## src/rtl/sram_port_arbiter.sv

```systemverilog
// rtl/sram_port_arbiter.sv - shares one single-ported SRAM between instruction-fetch and data ports
// Optional SRAM_ARB_STATS_EN adds conflict_cnt/forced_cnt statistics outputs.
module sram_port_arbiter #(
    parameter int ADDR_W     = 16,
    parameter int DATA_W     = 32,
    parameter int STARVE_MAX = 4
) (
    input  logic                clk,
    input  logic                rst,
    input  logic                i_req,
    input  logic [ADDR_W-1:0]   i_addr,
    output logic                i_gnt,
    output logic                i_rvalid,
    output logic [DATA_W-1:0]   i_rdata,
    input  logic                d_req,
    input  logic [DATA_W/8-1:0] d_we,
    input  logic [ADDR_W-1:0]   d_addr,
    input  logic [DATA_W-1:0]   d_wdata,
    output logic                d_gnt,
    output logic                d_rvalid,
    output logic [DATA_W-1:0]   d_rdata,
    output logic [DATA_W/8-1:0] m_w_en,
    output logic [ADDR_W-1:0]   m_address,
    output logic [DATA_W-1:0]   m_write_data,
    input  logic [DATA_W-1:0]   m_read_data
`ifdef SRAM_ARB_STATS_EN
    ,
    output logic [15:0]         conflict_cnt,
    output logic [15:0]         forced_cnt
`endif
);

    localparam int CNT_W = $clog2(STARVE_MAX + 1);
    localparam logic [CNT_W-1:0] STARVE_LIM = CNT_W'(STARVE_MAX);

    localparam logic [1:0] RET_NONE = 2'd0;
    localparam logic [1:0] RET_I    = 2'd1;
    localparam logic [1:0] RET_D    = 2'd2;

    logic [CNT_W-1:0] starve_cnt;
    logic [1:0]       ret_state;
    logic [1:0]       ret_next;
    logic             force_i;

    // Data port wins contention unless fetch has been starved long enough.
    always_comb begin
        force_i = (starve_cnt == STARVE_LIM);
        d_gnt   = rst && d_req && !(i_req && force_i);
        i_gnt   = rst && i_req && !d_gnt;
    end

    always_comb begin
        m_w_en       = '0;
        m_address    = '0;
        m_write_data = '0;
        if (d_gnt) begin
            m_w_en       = d_we;
            m_address    = d_addr;
            m_write_data = d_wdata;
        end else if (i_gnt) begin
            m_address    = i_addr;
        end
    end

    always_comb begin
        ret_next = RET_NONE;
        if (i_gnt) begin
            ret_next = RET_I;
        end else if (d_gnt && (d_we == '0)) begin
            ret_next = RET_D;
        end
    end

    always_ff @(posedge clk) begin
        if (!rst) begin
            ret_state  <= RET_NONE;
            starve_cnt <= '0;
        end else begin
            ret_state <= ret_next;
            if (i_req && !i_gnt) begin
                if (starve_cnt != STARVE_LIM) begin
                    starve_cnt <= starve_cnt + 1'b1;
                end
            end else begin
                starve_cnt <= '0;
            end
        end
    end

    // Read data is gated so neither port ever sees the other's words.
    always_comb begin
        i_rvalid = (ret_state == RET_I);
        d_rvalid = (ret_state == RET_D);
        i_rdata  = i_rvalid ? m_read_data : '0;
        d_rdata  = d_rvalid ? m_read_data : '0;
    end

`ifdef SRAM_ARB_STATS_EN
    always_ff @(posedge clk) begin
        if (!rst) begin
            conflict_cnt <= '0;
            forced_cnt   <= '0;
        end else begin
            if (i_req && d_req) begin
                conflict_cnt <= conflict_cnt + 16'd1;
            end
            if (i_gnt && d_req) begin
                forced_cnt <= forced_cnt + 16'd1;
            end
        end
    end
`endif

endmodule

```

## config.mk

```make
export PLATFORM = sky130hd
export DESIGN_NAME = sram_port_arbiter
export DESIGN_NICKNAME = d
export VERILOG_FILES = /design/src/rtl/sram_port_arbiter.sv
export SDC_FILE = /design/constraint.sdc
export NUM_CORES = 1
export LEC_CHECK = 0
export ABC_AREA = 1
export CAP_MARGIN = 20
export CORE_AREA = 3 3 87 89
export CTS_BUF_LIST = sky130_fd_sc_hd__clkbuf_16
export DETAILED_ROUTE_END_ITERATION = 10
export DIE_AREA = 0 0 90 92
export HOLD_SLACK_MARGIN = 0.12
export PLACE_DENSITY = 0.76
export SLEW_MARGIN = 10
export SYNTH_ARGS = -nofsm -noshare
export SYNTH_HDL_FRONTEND = slang
export SYNTH_SLANG_ARGS = --single-unit
```

## constraint.sdc

```tcl
create_clock -name clk -period 1.3 [get_ports clk]
set_input_delay 0.13 -clock clk [delete_from_list [all_inputs] [get_ports clk]]
set_output_delay 0.13 -clock clk [all_outputs]
set_load 0.005 [all_outputs]
```

======== Word level (Yosys, flattened, before mapping) ========
Cells that the tools add are included.
storage, ports and cells
  output and inout bits ................... 120
  register bits after elaboration ......... 5
operators by class
  bitwise gates (word level) .............. 1
  muxes and demuxes ....................... 8
  add/sub/neg operators ................... 1
  reduce and logical (&&, ||, !) cells .... 13
  eq/ne operators ......................... 4
operators by type and width
  cell                                           count
  two-way mux 32 bit                             3
  two-way mux 16 bit                             2
  logical AND 1 bit                              7
  zero test 4 bit                                1
  two-way mux 4 bit                              1
  adder 3 x 1 -> 3 bit, second input constant    1
  == test 3 bit, second input constant           1
  zero test 1 bit                                3
  inequality test 3 bit, second input constant   1
  == test 2 x 1 -> 1 bit, second input constant  1
  == test 2 bit, second input constant           1
  two-way mux 2 bit                              1
  AND reduction 2 bit                            1
  OR reduction 2 bit                             1
  two-way mux 1 bit                              1
  inverter 1 bit                                 1

======== Depth between registers and ports, before layout ========
  depth after elaboration ................. 9
  mapped depth ............................ 7
  gate-level depth less buffers ........... 6

======== Least setup slack after synthesis ========
No wires, ideal clock.
  path type ............................... register to output
  from .................................... reg starve_cnt[0]
  to ...................................... out m_w_en[0]
  stages on the path, launching flop included .. 7
  required time ........................... 1.170 ns
  slack ................................... 0.096 ns
  arrival ................................. 1.074 ns
  cells stage by stage .................... dfxtp_1 -> inv_1 -> ha_1 -> nand3_4 -> nand2_4 -> buf_4 -> nor2_1
on the way
  word-level cells in the longest chain between the ends .. 5
RTL lines
  what                    RTL line  text
  start, declared         40        logic [CNT_W-1:0] starve_cnt;
  start signal, assigned  82        starve_cnt <= starve_cnt + 1'b1;
  == test 3 bit           47        force_i = (starve_cnt == STARVE_LIM);
  logical AND 1 bit       48        d_gnt = rst && d_req && !(i_req && force_i);
  zero test 1 bit         48
  logical AND 1 bit       48
  two-way mux 4 bit       56        if (d_gnt) begin
  end, declared           22        output logic [DATA_W/8-1:0] m_w_en,
Every way passes these cells.

======== Worst setup path after layout ========
  from .................................... reg starve_cnt[0]
  to ...................................... out m_write_data[5]
on the way
  word-level cells in the longest chain between the ends .. 5
RTL lines
  what                RTL line  text
  == test 3 bit       47
  logical AND 1 bit   48
  zero test 1 bit     48
  logical AND 1 bit   48
  two-way mux 32 bit  56
  end, declared       24        output logic [DATA_W-1:0] m_write_data,
Every way passes these cells.

==> impl_metrics.toml <==
[floorplan]
core_area_mm2 = 0.006832
start_util_pct = 18.39
die_y_um = 92
rows = 30
ios = 224
fp.dieW_um = 90
fp.dieArea_mm2 = 0.008280

[hold_path]
hp-start = "d_we[2]"
hold_class = "primary input to flop"

[power]
vdd_drop_max_uv = 508.9
sequentialPowerShare_pct = 9.3
pwr-share-clk_pct = 28.9
comb_power_share_pct = 61.8
p_switching_uw = 547.1
power_density_mw_per_mm2 = 391.5
power_switching_share_pct = 31.84
intPower_uw = 1171
p_leak_uw = 0.002328
power_uw = 1718

[routing]
drt-total-wl_mm = 9.789
vias = 2625
drt_iter0_markers = 55
wl_per_cell_um = 15.66
dr.pass1.iters = 4
ant_nets = 0
vias_per_cell = 4.200
drc = 0

[setup_path]
path_class = "flop to output pin"
endpoint_kind = "output pin"
setup.worst_path.start = "starve_cnt[0]"
r2r-start = "starve_cnt[0]"
worstPathArrival_ns = 1.52
start_kind = "flop"
worst_ep_required_time_ns = 1.17
crit_fanout = 6

[run_status]
status = "finished with violations"
violations = "negative setup slack"

[timing]
worst_pin_slew_ns = 0.2192
slew_headroom_pct = 85.39
period_needed_ns = 1.652
finalClockSkew_ns = 0.001598
rsz0062_at_grt = "yes"
period_share_pct = 127.1
finalSetupViolCount = 87
fin_setup_tns_ns = -19.85
drv_slew = 0
timing.fmax_ghz = 0.6054
setup_ws_ns = -0.3517
hold_viol_final = 0

[global_routing]
grt_usage_pct = 20.04
grt_pass1_vias = 2629
overflow = 0
antenna_found_initial = 0
grt_max_degree = 19
grt_pass1_wl_mm = 13.30

[synthesis]
synth_cell_types = 20
synth_nets = 374
syn_avg_cell_area_um2 = 4.687
yosys.area.top_type = "nor2_1"
synthesis.area_mm2 = 0.001256
synth-seq-cells = 5
synth_warnings = 0
synthTopCellsByArea = "nor2_1 (31%), inv_1 (23%), nand3_1 (12%)"
yosysSeqAreaShare_pct = 7.968
synth_top_area_share_pct = 30.78
synth_cells = 268

[clock_tree]
htreeDepth = 1
cts.sinks = 5
clock_latency_ns = 0.23
cts_tree = "yes"
cts_buffers = 3
cts_root_buf = "clkbuf_16"
cts_max_path_buffers = 2
clkTransAtPathRegs_ns = 0.03

[final_layout]
fin_nets = 636
fillers = 595
stdcell_count = 625
syn2layout_area_growth_pct = 249.4
diodes = 0
drive_gt1_share_pct = 51.98

[place]
place_congestion = 0.8967
hpwl_mm = 6.488
io_buffers = 223
placed_cells = 595

[run]
maxCapViolCount = 0
power by group through the flow:
stage | Sequential, µW | Clock, µW | Combinational [µW]
after floorplan | 161 | 0 | 230
after global placement | 161 | 0 | 840
after detailed placement | 161 | 0 | 851
after CTS | 161 | 501 | 903
after global routing | 160 | 512 | 1130
final | 160 | 497 | 1060
repair_timing:
item / CTS / global route
endpoints found under the setup margin: 120 / 120
buffers inserted: 12 / 3
pin swaps: 14 / 16
hold buffers: 0 / 0
gates cloned: 9 / 5
gates resized for setup: 464 / 176
synthesized netlist by cell type, drive strengths merged:
| cell | count |
|---|---|
| or2 | 2 |
| buf | 13 |
| ha | 2 |
| a21oi | 2 |
| o21ai | 1 |
| clkbuf | 2 |
| nor3 | 1 |
| nand2 | 24 |
| dfxtp | 5 |
| nand3 | 34 |
| nor2 | 103 |
| inv | 78 |
| nand4 | 1 |
per-stage QoR:
stage	instance area, µm²	setup WS (ns)	hold slack (ns)	util, %
6_report	4389	-0.3517	0.5503	64.25
5_1_grt	4389	-0.3874	0.5902	64.25
4_1_cts	3925	-0.3224	0.5450	57.45
3_5_place_dp	3701	-0.5860	0.5869	54.18
3_3_place_gp	3701	-0.5380	0.5759	54.18
2_1_floorplan	1256	0.09586	0.2608	-
critical path, stage by stage, from the launching register on:
cell and delay, ns:
dfxtp_2 0.32, inv_2 0.05, ha_4 0.16, nand3_4 0.15, nand2_8 0.09, buf_12 0.16
clkbuf_16 0.16, nor2_1 0.08, buf_2 0.12
flip-flops by register name, indices dropped and copies added, names as in the netlist:
name / cells
starve_cnt: 3
ret_state: 2
logic make-up after synthesis:
logic type / Yosys count / share of synthesized area, %
AO/OA/AOI/OAI: 3 / 1.195
adder cells (fa/ha/maj): 2 / 1.992
flip-flops: 5 / 7.968
AND/OR/NAND/NOR: 165 / 56.18
buffers and inverters: 93 / 32.67
worst paths after layout:
path | slack, ns | end | cells past startpoint
max | -0.35 | m_write_data[5] | 8
min | 0.55 | ret_state[1] | 4
max reg2reg | 0.02 | ret_state[1] | 7
min reg2reg | 0.60 | starve_cnt[1] | 3
per-layer routing:
| layer | routed length, µm | track usage [%] | vias up |
|---|---|---|---|
| li1 | - | - | 1286 |
| met1 | 3279 | 19.35 | 1167 |
| met2 | 5398 | 40.45 | 152 |
| met3 | 837 | 5.168 | 20 |
| met4 | 274 | 7.143 | 0 |
| met5 | 0 | 0 | - |
cell usage in the layout (no fill, tap or decap):
master / instances
nor2_1: 35
buf_8: 1
or2_4: 1
dlygate4sd2_1: 1
dfxtp_1: 1
clkdlybuf4s50_1: 103
clkinv_4: 1
nand3_1: 10
buf_12: 9
clkdlybuf4s15_1: 7
a21oi_1: 2
clkbuf_2: 24
inv_1: 72
buf_6: 23
clkbuf_16: 7
dfxtp_4: 1
nand3_4: 5
nor2_2: 24
nor2_4: 44
clkdlybuf4s15_2: 1
nand2_1: 19
nand3_2: 19
nor3_1: 1
buf_4: 17
or2_2: 1
dfxtp_2: 3
inv_2: 2
buf_16: 5
inv_4: 4
ha_4: 1
buf_2: 76
o21ai_0: 1
ha_1: 1
nand2_8: 3
nand4_1: 1
nand2_2: 3
final cells by class:
| class | instances | area [µm²] | share of cell area, % |
|---|---|---|---|
| repair buffers | 271 | 2441 | 55.62 |
| clock inverters | 1 | 3.754 | 0.08552 |
| flip-flops and latches | 5 | 107.6 | 2.452 |
| well taps | 96 | 120.1 | 2.737 |
| multi-input cells | 171 | 1334 | 30.39 |
| clock buffers | 3 | 75.07 | 1.710 |
| inverters | 78 | 307.8 | 7.013 |
Power figures use the tool's default switching activity.
